### config.mk
export PLATFORM = sky130hd
export DESIGN_NAME = ram1k8_arbiter
export DESIGN_NICKNAME = d
export VERILOG_FILES = /design/src/rtl/ram1k8_arbiter.sv
export SDC_FILE = /design/constraint.sdc
export NUM_CORES = 1
export LEC_CHECK = 0
export CAP_MARGIN = 20
export CORE_MARGIN = 2
export CORE_UTILIZATION = 58
export DETAILED_ROUTE_END_ITERATION = 12
export DONT_BUFFER_PORTS = 1
export HOLD_SLACK_MARGIN = 0.05
export PLACE_DENSITY = 0.7
export SLEW_MARGIN = 20
export SYNTH_ARGS = -nofsm -noshare
export SYNTH_HDL_FRONTEND = slang
export SYNTH_SLANG_ARGS = --single-unit
### constraint.sdc
create_clock -name Clk -period 2.16 [get_ports Clk]
set_input_delay 0.216 -clock Clk [delete_from_list [all_inputs] [get_ports Clk]]
set_output_delay 0.216 -clock Clk [all_outputs]
set_load 0.005 [all_outputs]
### src/rtl/ram1k8_arbiter.sv
// ram1k8_arbiter: two-requester round-robin arbiter and zero-fill sequencer
// in front of a single 1024x8 RAM_8K_BLK. One RAM access is issued per
// cycle. All RAM controls are registered. Read data returns two cycles after
// the request is sampled.
module ram1k8_arbiter #(
    parameter int ADDR_W         = 10,
    parameter int DATA_W         = 8,
    parameter bit CLEAR_ON_RESET = 1'b1
) (
    input  logic              Clk,
    input  logic              Rst_n,

    input  logic              A_Req,
    input  logic              A_Wr,
    input  logic [ADDR_W-1:0] A_Addr,
    input  logic [DATA_W-1:0] A_WD,
    output logic              A_Gnt,
    output logic              A_RD_Vld,
    output logic [DATA_W-1:0] A_RD,

    input  logic              B_Req,
    input  logic              B_Wr,
    input  logic [ADDR_W-1:0] B_Addr,
    input  logic [DATA_W-1:0] B_WD,
    output logic              B_Gnt,
    output logic              B_RD_Vld,
    output logic [DATA_W-1:0] B_RD,

    input  logic              Clr_Req,
    output logic              Busy,

    output logic [ADDR_W-1:0] WA,
    output logic [ADDR_W-1:0] RA,
    output logic [DATA_W-1:0] WD,
    output logic              WEN,
    output logic              WClk_En,
    output logic              RClk_En,
    input  logic [DATA_W-1:0] RD_In
);

    typedef enum logic {
        ST_CLEAR = 1'b0,
        ST_RUN   = 1'b1
    } state_t;

    localparam state_t            RESET_STATE = CLEAR_ON_RESET ? ST_CLEAR : ST_RUN;
    localparam logic [ADDR_W-1:0] LAST_ADDR   = {ADDR_W{1'b1}};

    // Requester 0 is A, requester 1 is B.
    logic [1:0]        req;
    logic [1:0]        wr;
    logic [ADDR_W-1:0] addr [2];
    logic [DATA_W-1:0] wdat [2];
    logic [1:0]        elig;

    assign req     = {B_Req, A_Req};
    assign wr      = {B_Wr, A_Wr};
    assign addr[0] = A_Addr;
    assign addr[1] = B_Addr;
    assign wdat[0] = A_WD;
    assign wdat[1] = B_WD;

    state_t            state_q, state_d;
    logic [ADDR_W-1:0] cnt_q, cnt_d;
    logic              busy_q, busy_d;
    logic [1:0]        gnt_q, gnt_d;
    logic [1:0]        rd_vld_q, rd_vld_d;
    logic              last_q, last_d;
    logic              rd_owner_q, rd_owner_d;
    logic [ADDR_W-1:0] wa_q, wa_d;
    logic [ADDR_W-1:0] ra_q, ra_d;
    logic [DATA_W-1:0] wd_q, wd_d;
    logic              wen_q, wen_d;
    logic              wclk_en_q, wclk_en_d;
    logic              rclk_en_q, rclk_en_d;

    logic              win_vld;
    logic              win_idx;
    logic              clr_go;
    logic [ADDR_W-1:0] clr_addr;

    // A requester whose grant is showing this cycle still has its Req held,
    // so it is masked. The read-valid pulse follows the RAM read enable by
    // one cycle and goes only to the requester that owns the read.
    for (genvar gi = 0; gi < 2; gi++) begin : g_req
        localparam bit IDX = (gi == 1);
        assign elig[gi]     = req[gi] & ~gnt_q[gi];
        assign rd_vld_d[gi] = rclk_en_q & (rd_owner_q == IDX);
    end

    // Round-robin choice: a lone eligible requester wins; on a tie the one
    // not granted most recently wins.
    always_comb begin
        win_vld = |elig;
        win_idx = 1'b0;
        if (elig == 2'b11) begin
            win_idx = ~last_q;
        end else begin
            win_idx = elig[1];
        end
    end

    // Next-state and registered RAM controls. A clear step (ongoing or just
    // commanded) always pre-empts arbitration; pending requests simply wait.
    always_comb begin
        state_d    = state_q;
        cnt_d      = cnt_q;
        busy_d     = 1'b0;
        gnt_d      = 2'b00;
        last_d     = last_q;
        rd_owner_d = rd_owner_q;
        wa_d       = wa_q;
        ra_d       = ra_q;
        wd_d       = wd_q;
        wen_d      = 1'b0;
        wclk_en_d  = 1'b0;
        rclk_en_d  = 1'b0;
        clr_go     = 1'b0;
        clr_addr   = cnt_q;

        if (state_q == ST_CLEAR) begin
            clr_go = 1'b1;
        end else if (Clr_Req && !busy_q) begin
            // The command edge already issues the write to address 0 so
            // that Busy and the clear writes cover the same cycles.
            clr_go   = 1'b1;
            clr_addr = '0;
        end

        if (clr_go) begin
            wa_d      = clr_addr;
            wd_d      = '0;
            wen_d     = 1'b1;
            wclk_en_d = 1'b1;
            busy_d    = 1'b1;
            if (clr_addr == LAST_ADDR) begin
                state_d = ST_RUN;
                cnt_d   = '0;
            end else begin
                state_d = ST_CLEAR;
                cnt_d   = clr_addr + 1'b1;
            end
        end else if (win_vld) begin
            gnt_d[win_idx] = 1'b1;
            last_d         = win_idx;
            if (wr[win_idx]) begin
                wa_d      = addr[win_idx];
                wd_d      = wdat[win_idx];
                wen_d     = 1'b1;
                wclk_en_d = 1'b1;
            end else begin
                ra_d       = addr[win_idx];
                rclk_en_d  = 1'b1;
                rd_owner_d = win_idx;
            end
        end
    end

    // State and output registers; reset aborts any in-flight read.
    always_ff @(posedge Clk or negedge Rst_n) begin
        if (!Rst_n) begin
            state_q    <= RESET_STATE;
            cnt_q      <= '0;
            busy_q     <= CLEAR_ON_RESET;
            gnt_q      <= 2'b00;
            rd_vld_q   <= 2'b00;
            last_q     <= 1'b1;
            rd_owner_q <= 1'b0;
            wa_q       <= '0;
            ra_q       <= '0;
            wd_q       <= '0;
            wen_q      <= 1'b0;
            wclk_en_q  <= 1'b0;
            rclk_en_q  <= 1'b0;
        end else begin
            state_q    <= state_d;
            cnt_q      <= cnt_d;
            busy_q     <= busy_d;
            gnt_q      <= gnt_d;
            rd_vld_q   <= rd_vld_d;
            last_q     <= last_d;
            rd_owner_q <= rd_owner_d;
            wa_q       <= wa_d;
            ra_q       <= ra_d;
            wd_q       <= wd_d;
            wen_q      <= wen_d;
            wclk_en_q  <= wclk_en_d;
            rclk_en_q  <= rclk_en_d;
        end
    end

    assign A_Gnt    = gnt_q[0];
    assign B_Gnt    = gnt_q[1];
    assign A_RD_Vld = rd_vld_q[0];
    assign B_RD_Vld = rd_vld_q[1];
    assign A_RD     = RD_In;
    assign B_RD     = RD_In;
    assign Busy     = busy_q;
    assign WA       = wa_q;
    assign RA       = ra_q;
    assign WD       = wd_q;
    assign WEN      = wen_q;
    assign WClk_En  = wclk_en_q;
    assign RClk_En  = rclk_en_q;

endmodule

After elaboration in Yosys (flattened, before gate mapping)
Index checks and enable logic that the tools add are counted.
Word-level totals
  output and inout bits: 52
  register bits: 48
  logic and storage cells: 70
  input port bits: 51
Operators by class
  bitwise gates (word level): 11
  reductions and logical operators: 9
  order comparisons: 3
  add/subtract/negate cells: 1
  equality and inequality tests: 2
  multiplexer cells: 32
Operator list (number)
  two-way mux 10 bit: 9
  two-way mux 8 bit: 6
  two-way mux 1 bit: 14
  adder 10 x 1 -> 10 bit, second input constant: 1
  equality test 10 bit, second input constant: 1
  inverter 1 bit: 6
  bitwise AND 1 bit: 4
  two-way mux 2 bit: 2
  AND reduction 2 bit: 2
  nonzero test 2 bit: 2
  AND reduction 3 bit: 1
  equality test 2 bit, second input constant: 1
  greater-or-equal comparator 2 bit, second input constant: 1
  logical AND 1 bit: 2
  < comparator 1 x 2 -> 1 bit, second input constant: 1
  inverter 1 -> 2 bit: 1
  OR reduction 2 bit: 1
  demux 1 bit (select 1 bit): 1
  greater-or-equal comparator 1 bit, second input constant: 1
  logical NOT 1 bit: 1

Logic depth before layout (Yosys ltp)
Gate-level depths: netlist of the first run.
  depth after elaboration: 11
  gate-level depth with buffers: 8
  gate-level depth less buffers: 7

Worst setup path before layout of the first run
Ideal clock, no wire load.
  kind: reg2reg
  from: register busy_q (netlist: Busy)
  to: register cnt_q[1]
  stages on the path, launching flop included: 8
  arrival time: 1855 ps
  setup slack: 167 ps
  path buffers: 0
  library setup time: 138 ps
  clock period less this slack: 1993 ps
  data required time: 2022 ps
  path through: dfstp_2 -> and3b_4 -> and2b_1 -> ha_1 -> and4_1 -> nand3_1 -> o31ai_1 -> o21ai_0
Between the ends
  longest elaborated chain between the ends: 6
  elaborated cells between the ends (all ways): 9
  those cells by class: add/sub (1); eq/ne (1); mux (5); reduce/logical (2)
Ends and longest elaborated chain
  from (decl): RTL line 65  | logic busy_q, busy_d;
  from (signal assigned): RTL line 178  | busy_q <= busy_d;
  logical NOT 1 bit *: RTL line 123  | end else if (Clr_Req && !busy_q) begin
  logical AND 1 bit *: RTL line 123
  two-way mux 10 bit: RTL line 123
  two-way mux 10 bit: RTL line 121  | if (state_q == ST_CLEAR) begin
  adder 10 x 1 -> 10 bit / equality test 10 bit (equally long branches): RTL line 141, 136
  two-way mux 10 bit: RTL line 136  | if (clr_addr == LAST_ADDR) begin
  to (signal assigned): RTL line 177  | cnt_q <= cnt_d;
  to (decl): RTL line 64  | logic [ADDR_W-1:0] cnt_q, cnt_d;
Mark *: on every way between the ends. The rest lies on a longest branch, timed or not.
A chain may end at the register's enable or synchronous reset.

Worst setup path after layout of the first run
Ends and elaborated chain as after synthesis.

==> out/results.env, run 1 <==
INITIAL_STANDARD_CELL_UTILIZATION_OF_THE_CORE=0.5947
WORST_PATH_REQUIRED_NS=2.35
IRDROPWORSTVDD_mV=0.4280
GP_CONGESTION=0.8490
FINAL_CORE_UTIL=0.6195
LAYOUT-AREA-OVERHEAD-VS-SYNTH_PCT=4.165
ROUTED-VIA-COUNT=1815
DRT_FIRST_ITER_VIOLATIONS=88
GRT_USAGE=0.2335
OVERFLOW=0
CLK_TRANSITION_REPORTED_PATHS_NS=0.09
DESIGN.CORE.AREA_MM2=0.004294
DRC=0
CRITICAL_PATH_SINK_TYPE='flop'
POWER-PER-CELL-AREA_mW_PER_MM2=589.7
STARTPOINT_TYPE='flop'
NUM_ROWS=24
FMAX_MHz=491.6
POST_DP_CELL_AREA_MM2=0.002496
POST_SYNTH.CELL_AREA_AVG_UM2=10.05
DIE-WIDTH_UM=70.36
HOLDWS_NS=0.1184
HOLD_VIOL_FINAL=0
SYNTH-SEQ-CELLS=48
NUMBER_OF_ANTENNA_VIOLATIONS_AT_THE_FIRST_CHECK_IN_GLOBAL_ROUTING=0
POSTCTSSETUPBUFFERS=0
DRT-PASS1-ITER-COUNT=4
SYNTH_FP_NETS=306
PERIOD_NEEDED_NS=2.034
FIRST_GLOBAL_VIAS=1821
NUMBER_OF_DIODES_ADDED_FOR_ANTENNA_FIXING=0
NNETSFINAL=294
TIMING.FINAL.SETUP_VIOLATIONS=0
LAYOUT_COMMONEST_CELL='dfrtp_1'
WL_PER_CELL_UM=18.46
FINALMAXSLEWVIOLATIONS=0
ACTUAL_TRANSITION_AT_THE_WORST_MAX_TRANSITION_PIN_NS=0.4555
CRITPATHMAXFANOUT=5
SYNTH_EDF_COUNT=0
MAXIMUM_NUMBER_OF_PINS_ON_ONE_NET_BEFORE_GLOBAL_ROUTE_REPAIR=49
PORT-BUFFER-COUNT=0
MAX-SLEW-MARGIN-REL=0.6964
DETAILED_ROUTE_WL_MM=5.447
DIE-AREA_MM2=0.004950
PERIOD_SHARE=0.9418
CRITPATHKIND='flop to flop'
CLOCK_TREE_FROM_TRITONCTS='built'
POSTROUTEANTENNANETS=0
SYNTH_SEQ_AREA_SHARE=0.4713
SYNTH_CELL_TYPE_COUNT=52
DETAILED_PLACE_HPWL_MM=3.685
FINAL_CELL_MIX='46 x dfrtp_1, 15 x nand2_1, 14 x nor3_1'
CRITICAL_PATH_ARRIVAL_NS=2.23
FIN_SKEW_NS=0.004203
CTS_MAX_LEVEL=2
SYNTHESIS.INSTANCES=254
CTS_MADE_BUFFERS=5
YS_WARN_COUNT=0
POST_SYNTH_DESIGN_CELL_AREA_MM2=0.002554
CTS.ROOT.BUFFER_CELL='clkbuf_8'
ASYNC_RESET_FF_FRAC=1.000
VIA_PER_INST=6.153
IO_PINS=103
MAIN_FLOP_TYPE_AFTER_SYNTHESIS='dfrtp_1'
DIE_H_UM=70.36
FILLCELLCOUNT=351
LEAKAGE_POWER_TOTAL_nW=1.210
GRT_PASS1_WL_MM=9.114
DRV.MAX_CAP_VIOLATION_COUNT=0
FINAL_DESIGN_AREA_NO_FILL_MM2=0.002660
LATEST_CLOCK_ARRIVAL_WITHIN_THE_WORST_SKEW_PAIR_NS=0.31
RUN_STATUS='completed'
REG_TO_REG_SLACK_SETUP_NS=0.13
MIN_PATH_TYPE='primary input to flop'
DRIVE_ABOVE_1_SHARE=0.1440
CLOCK_SINKS=48
MAX-CLOCK-PATH-BUFFERS=2
==> per-stage QoR <==
stage | instances | TNS (ns) | setup WS [ns] | total power [W]
final | 295 | 0 | 0.1258 | 0.001569
after global routing | 295 | -0.002739 | -0.002739 | 0.001627
after CTS | 295 | 0 | 0.1181 | 0.001574
after detailed placement | 284 | 0 | 0.1501 | 0.0009897
after global placement | 284 | 0 | 0.1815 | 0.0009890
after floorplan | 254 | 0 | 0.1670 | 0.0009985
==> Yosys cell counts (all sizes together) (2+ instances only) <==
cell type	number	area (um^2)
dfrtp	46	1151
buf	24	171.4
nand2	15	56.30
nor3	14	70.07
a21oi	13	65.06
o21ai	13	65.06
mux2	10	112.6
mux2i	10	100.1
clkbuf	9	33.78
nor2	9	33.78
and3	8	50.05
inv	7	26.27
a2111oi	6	52.55
a21o	6	45.04
and2b	6	45.04
nand3	6	30.03
nor2b	6	37.54
o31ai	5	37.54
a31oi	3	18.77
nand3b	3	22.52
a21boi	2	15.01
a2bb2oi	2	17.52
and2	2	12.51
and3b	2	21.27
and4	2	17.52
dfstp	2	52.55
nand2b	2	12.51
nand4	2	12.51
o22ai	2	12.51
or2	2	12.52
==> routing by layer <==
metal | up-vias | share of wire | track usage
met2 | 66 | 0.45 | 0.3449
li1 | 884 | - | -
met4 | 0 | 0.017 | 0.07906
met3 | 8 | 0.072 | 0.06205
met5 | - | 0 | 0
met1 | 857 | 0.46 | 0.3340
==> cells by family (layout without fill, tap and decap cells) <==
family,Yosys count,after routing,synth area share
adders and majority gates,1,1,0.004899
muxes,20,20,0.08329
AOI/OAI and AO/OA,60,60,0.1607
xor gates and xnor gates,2,2,0.006861
and+or+nand+nor,83,83,0.1823
buffers and inverters,40,29,0.09064
DFF,48,48,0.4713
==> worst paths after layout <==
| check | depth (start not counted) | end | startpoint |
|---|---|---|---|
| setup / recovery | 8 | cnt_q[1] | Busy |
| setup reg to reg | 8 | cnt_q[1] | Busy |
| min in group asynchronous | 2 | gnt_q[0] | Rst_n |
| hold / removal | 2 | WD[0] | B_WD[0] |
| hold reg to reg | 1 | rd_vld_q[0] | rd_owner_q |
| max in group asynchronous | 2 | Busy | Rst_n |
==> sequential cells by signal (all words and copies together) (netlist names), 2 cells and up <==
| name | count |
|---|---|
| cnt_q | 10 |
| WD | 8 |
| RA | 10 |
| rd_vld_q | 2 |
| WA | 10 |
| gnt_q | 2 |
==> what timing repair did <==
action	CTS	global route
hold endpoints to repair	49	0
resized for setup	0	5
hold buffers	3	0
endpoints found under the setup margin	0	3
==> report_power, final <==
part	total, W	leakage (nW)	internal (W)	switching (W)
Clock	0.000570	0.0445	0.000261	0.000309
Combinational	0.000101	0.568	0.0000395	0.0000615
Sequential	0.000898	0.598	0.000898	0
Total	0.00157	1.21	0.00120	0.000371
==> critical path, stage by stage (launching register included) <==
cell	delay, ns
dfstp_2	0.56
and3b_4	0.22
and2b_1	0.19
ha_2	0.17
and4_4	0.26
nand3_4	0.08
o31ai_2	0.23
buf_4	0.16
o21ai_0	0.07
==> final cells by class <==
| cell class | count | area, um^2 | area share |
|---|---|---|---|
| clock buffer | 7 | 86.33 | 0.03246 |
| tap | 52 | 65.06 | 0.02446 |
| clock inverter | 1 | 7.507 | 0.002822 |
| sequential | 48 | 1204 | 0.4525 |
| multi-input combinational | 166 | 1141 | 0.4290 |
| timing repair buffer | 14 | 130.1 | 0.04892 |
| inverter | 7 | 26.28 | 0.009878 |
No activity file was read; power rests on OpenSTA's default activity.
==> inputs of run 2 (changes only) <==
clock period = 2 ns   (was 2.16 ns; I/O delays follow)
==> run 2 against run 1 <==
  * The flow now finishes with violations (setup timing)
  * Routed wire length down 0.20%
  * Cell area up 2.3%
  * Clock-buffer cell count up 1
  * Worst setup slack worse by 0.15 ns
  * First-iteration DRC count up 3.4%
  * Critical endpoint unchanged
  * Sequential power up 8.0%
  * Utilization up 1.4 points
  * Critical path depth unchanged
  * Die area unchanged
  * Largest power group unchanged
==> out/results.env, run 2 (same netlist as run 1, synthesis figures left out) <==
NNETSFINAL=299
CLOCK_TREE_FROM_TRITONCTS='built'
PERIOD_SHARE=1.014
POWER-PER-CELL-AREA_mW_PER_MM2=615.0
HOLD_VIOL_FINAL=0
MIN_PATH_CELLS=2
HOLD_PATH.STARTPOINT='A_Addr[3]'
FINAL_CELL_MIX='46 x dfrtp_1, 15 x nand2_1, 14 x nor3_1, 14 x buf_4, 13 x a21oi_1'
FINAL_CELLS=300
MAX-CLOCK-PATH-BUFFERS=2
PERIOD_NEEDED_NS=2.029
ACTUAL_TRANSITION_AT_THE_WORST_MAX_TRANSITION_PIN_NS=0.3959
SETUP_TOTAL_NEGATIVE_SLACK_NS=-0.08372
PORT-BUFFER-COUNT=0
MIN_PATH_TYPE='primary input to flop'
REG_TO_REG_SLACK_SETUP_NS=-0.03
DETAILED_PLACE_HPWL_MM=3.709
IRDROPWORSTVDD_mV=0.4355
POST-ROUTE-WORST-SETUP-SLACK_NS=-0.02891
INITIAL_STANDARD_CELL_UTILIZATION_OF_THE_CORE=0.5947
LAYOUT_COMMONEST_CELL='dfrtp_1'
LAYOUT-AREA-OVERHEAD-VS-SYNTH_PCT=6.565
DRT_FIRST_ITER_VIOLATIONS=91
DP.CELLS=288
CTS_MADE_BUFFERS=5
STARTPOINT_TYPE='flop'
FMAX_MHz=492.9
DIE_H_UM=70.36
SETUP_REPAIR_AFTER_GLOBAL_ROUTING_MISSED_ITS_MARGIN='yes'
DRT-PASS1-ITER-COUNT=4
GP_CONGESTION=0.8155
FIRST_GLOBAL_VIAS=1885
CRITPATHMAXFANOUT=4
CRITICAL_PATH_SINK_TYPE='flop'
OVERFLOW=0
REGTOREGSTARTPOINT='Busy'
DESIGN.CORE.AREA_MM2=0.004294
NUMBER_OF_ANTENNA_VIOLATIONS_AT_THE_FIRST_CHECK_IN_GLOBAL_ROUTING=0
CRITICAL_PATH_ARRIVAL_NS=2.21
REG2REG_DEPTH=8
MAX-SLEW-MARGIN-REL=0.7292
VIA_PER_INST=6.160
GRT_USAGE=0.2344
FINALMAXSLEWVIOLATIONS=0
CTS_MAX_LEVEL=2
LEAKAGE_POWER_TOTAL_nW=1.242
DRC=0
CRITICAL_PATH.REG2REG.ENDPOINT='cnt_q[1]'
FIN_SKEW_NS=0.01160
LATEST_CLOCK_ARRIVAL_WITHIN_THE_WORST_SKEW_PAIR_NS=0.30
POSTROUTEANTENNANETS=0
DRV.MAX_CAP_VIOLATION_COUNT=0
CLOCK_SINKS=48
DRIVE_ABOVE_1_SHARE=0.1653
NUM_ROWS=24
RUN_STATUS='finished, violations left'
FAILED_CHECKS='setup timing'
DETAILED_ROUTE_WL_MM=5.436
DIE-AREA_MM2=0.004950
CLK_TRANSITION_REPORTED_PATHS_NS=0.09
CTS.ROOT.BUFFER_CELL='clkbuf_8'
IO_PINS=103
TIMING.HOLD.WORST_ENDPOINT='RA[3]'
ROUTED-VIA-COUNT=1848
MAXIMUM_NUMBER_OF_PINS_ON_ONE_NET_BEFORE_GLOBAL_ROUTE_REPAIR=49
TIMING.FINAL.SETUP_VIOLATIONS=3
WL_PER_CELL_UM=18.12
WORST_PATH_REQUIRED_NS=2.18
CRITPATHKIND='flop to flop'
FILLCELLCOUNT=357
NUMBER_OF_DIODES_ADDED_FOR_ANTENNA_FIXING=0
HOLDWS_NS=0.1175
GRT_PASS1_WL_MM=9.094
DIE-WIDTH_UM=70.36
run 2: worst max-delay path, cell delays in order (launching register included):
cell and delay (ns):
dfstp_2 0.54, and3b_4 0.20, and2b_1 0.20, ha_2 0.17, and4_4 0.25, nand3_4 0.09
o31ai_4 0.26, buf_6 0.15, o21ai_1 0.06
run 2: worst max path at each step:
stage,startpoint,endpoint,slack (ns),cells after the start
6_report,Busy,cnt_q[1],-0.03,8
5_1_grt,Busy,cnt_q[1],-0.10,8
4_1_cts,Busy,cnt_q[1],0.008,8
3_5_place_dp,Busy,cnt_q[1],0.03,8
3_3_place_gp,Busy,cnt_q[1],0.10,8
2_1_floorplan,Busy,cnt_q[1],0.007,7
run 2: stage by stage:
stage               area (um^2)  worst slack [ns]    util  power [W]
finish                     2721          -0.02891  0.6337   0.001674
global route               2721           -0.1025  0.6337   0.001734
CTS                        2664          0.007520  0.6203   0.001689
detailed placement         2526           0.02915  0.5883   0.001070
global placement           2526            0.1003  0.5883   0.001069
floorplan                  2554          0.007043       -   0.001078
run 2: final cells by class:
class | instances | area, um^2 | share of cell area
Clock buffer | 8 | 90.09 | 0.03310
Timing Repair Buffer | 19 | 175.2 | 0.06437
Sequential cell | 48 | 1204 | 0.4423
Multi-Input combinational cell | 166 | 1161 | 0.4267
Tap cell | 52 | 65.06 | 0.02391
Inverter | 7 | 26.28 | 0.009655
run 2: repair_timing:
item                                   in CTS  in global routing
resized for setup                           0                 12
setup endpoints to repair                   0                  7
buffers inserted                            0                  1
hold buffers                                3                  0
endpoints found under the hold margin      49                  0
run 2: where the power goes:
part           internal [W]  switching, W  leakage, nW
Sequential         0.000970             0        0.598
Clock              0.000283      0.000312       0.0455
Combinational     0.0000439     0.0000654        0.599
run 2: per-layer routing:
layer | GRT usage | up-vias | part of all wire
met5 | 0 | - | 0
met4 | 0.1004 | 0 | 0.019
met3 | 0.06926 | 11 | 0.074
met2 | 0.3637 | 68 | 0.47
met1 | 0.3052 | 879 | 0.44
li1 | - | 890 | -
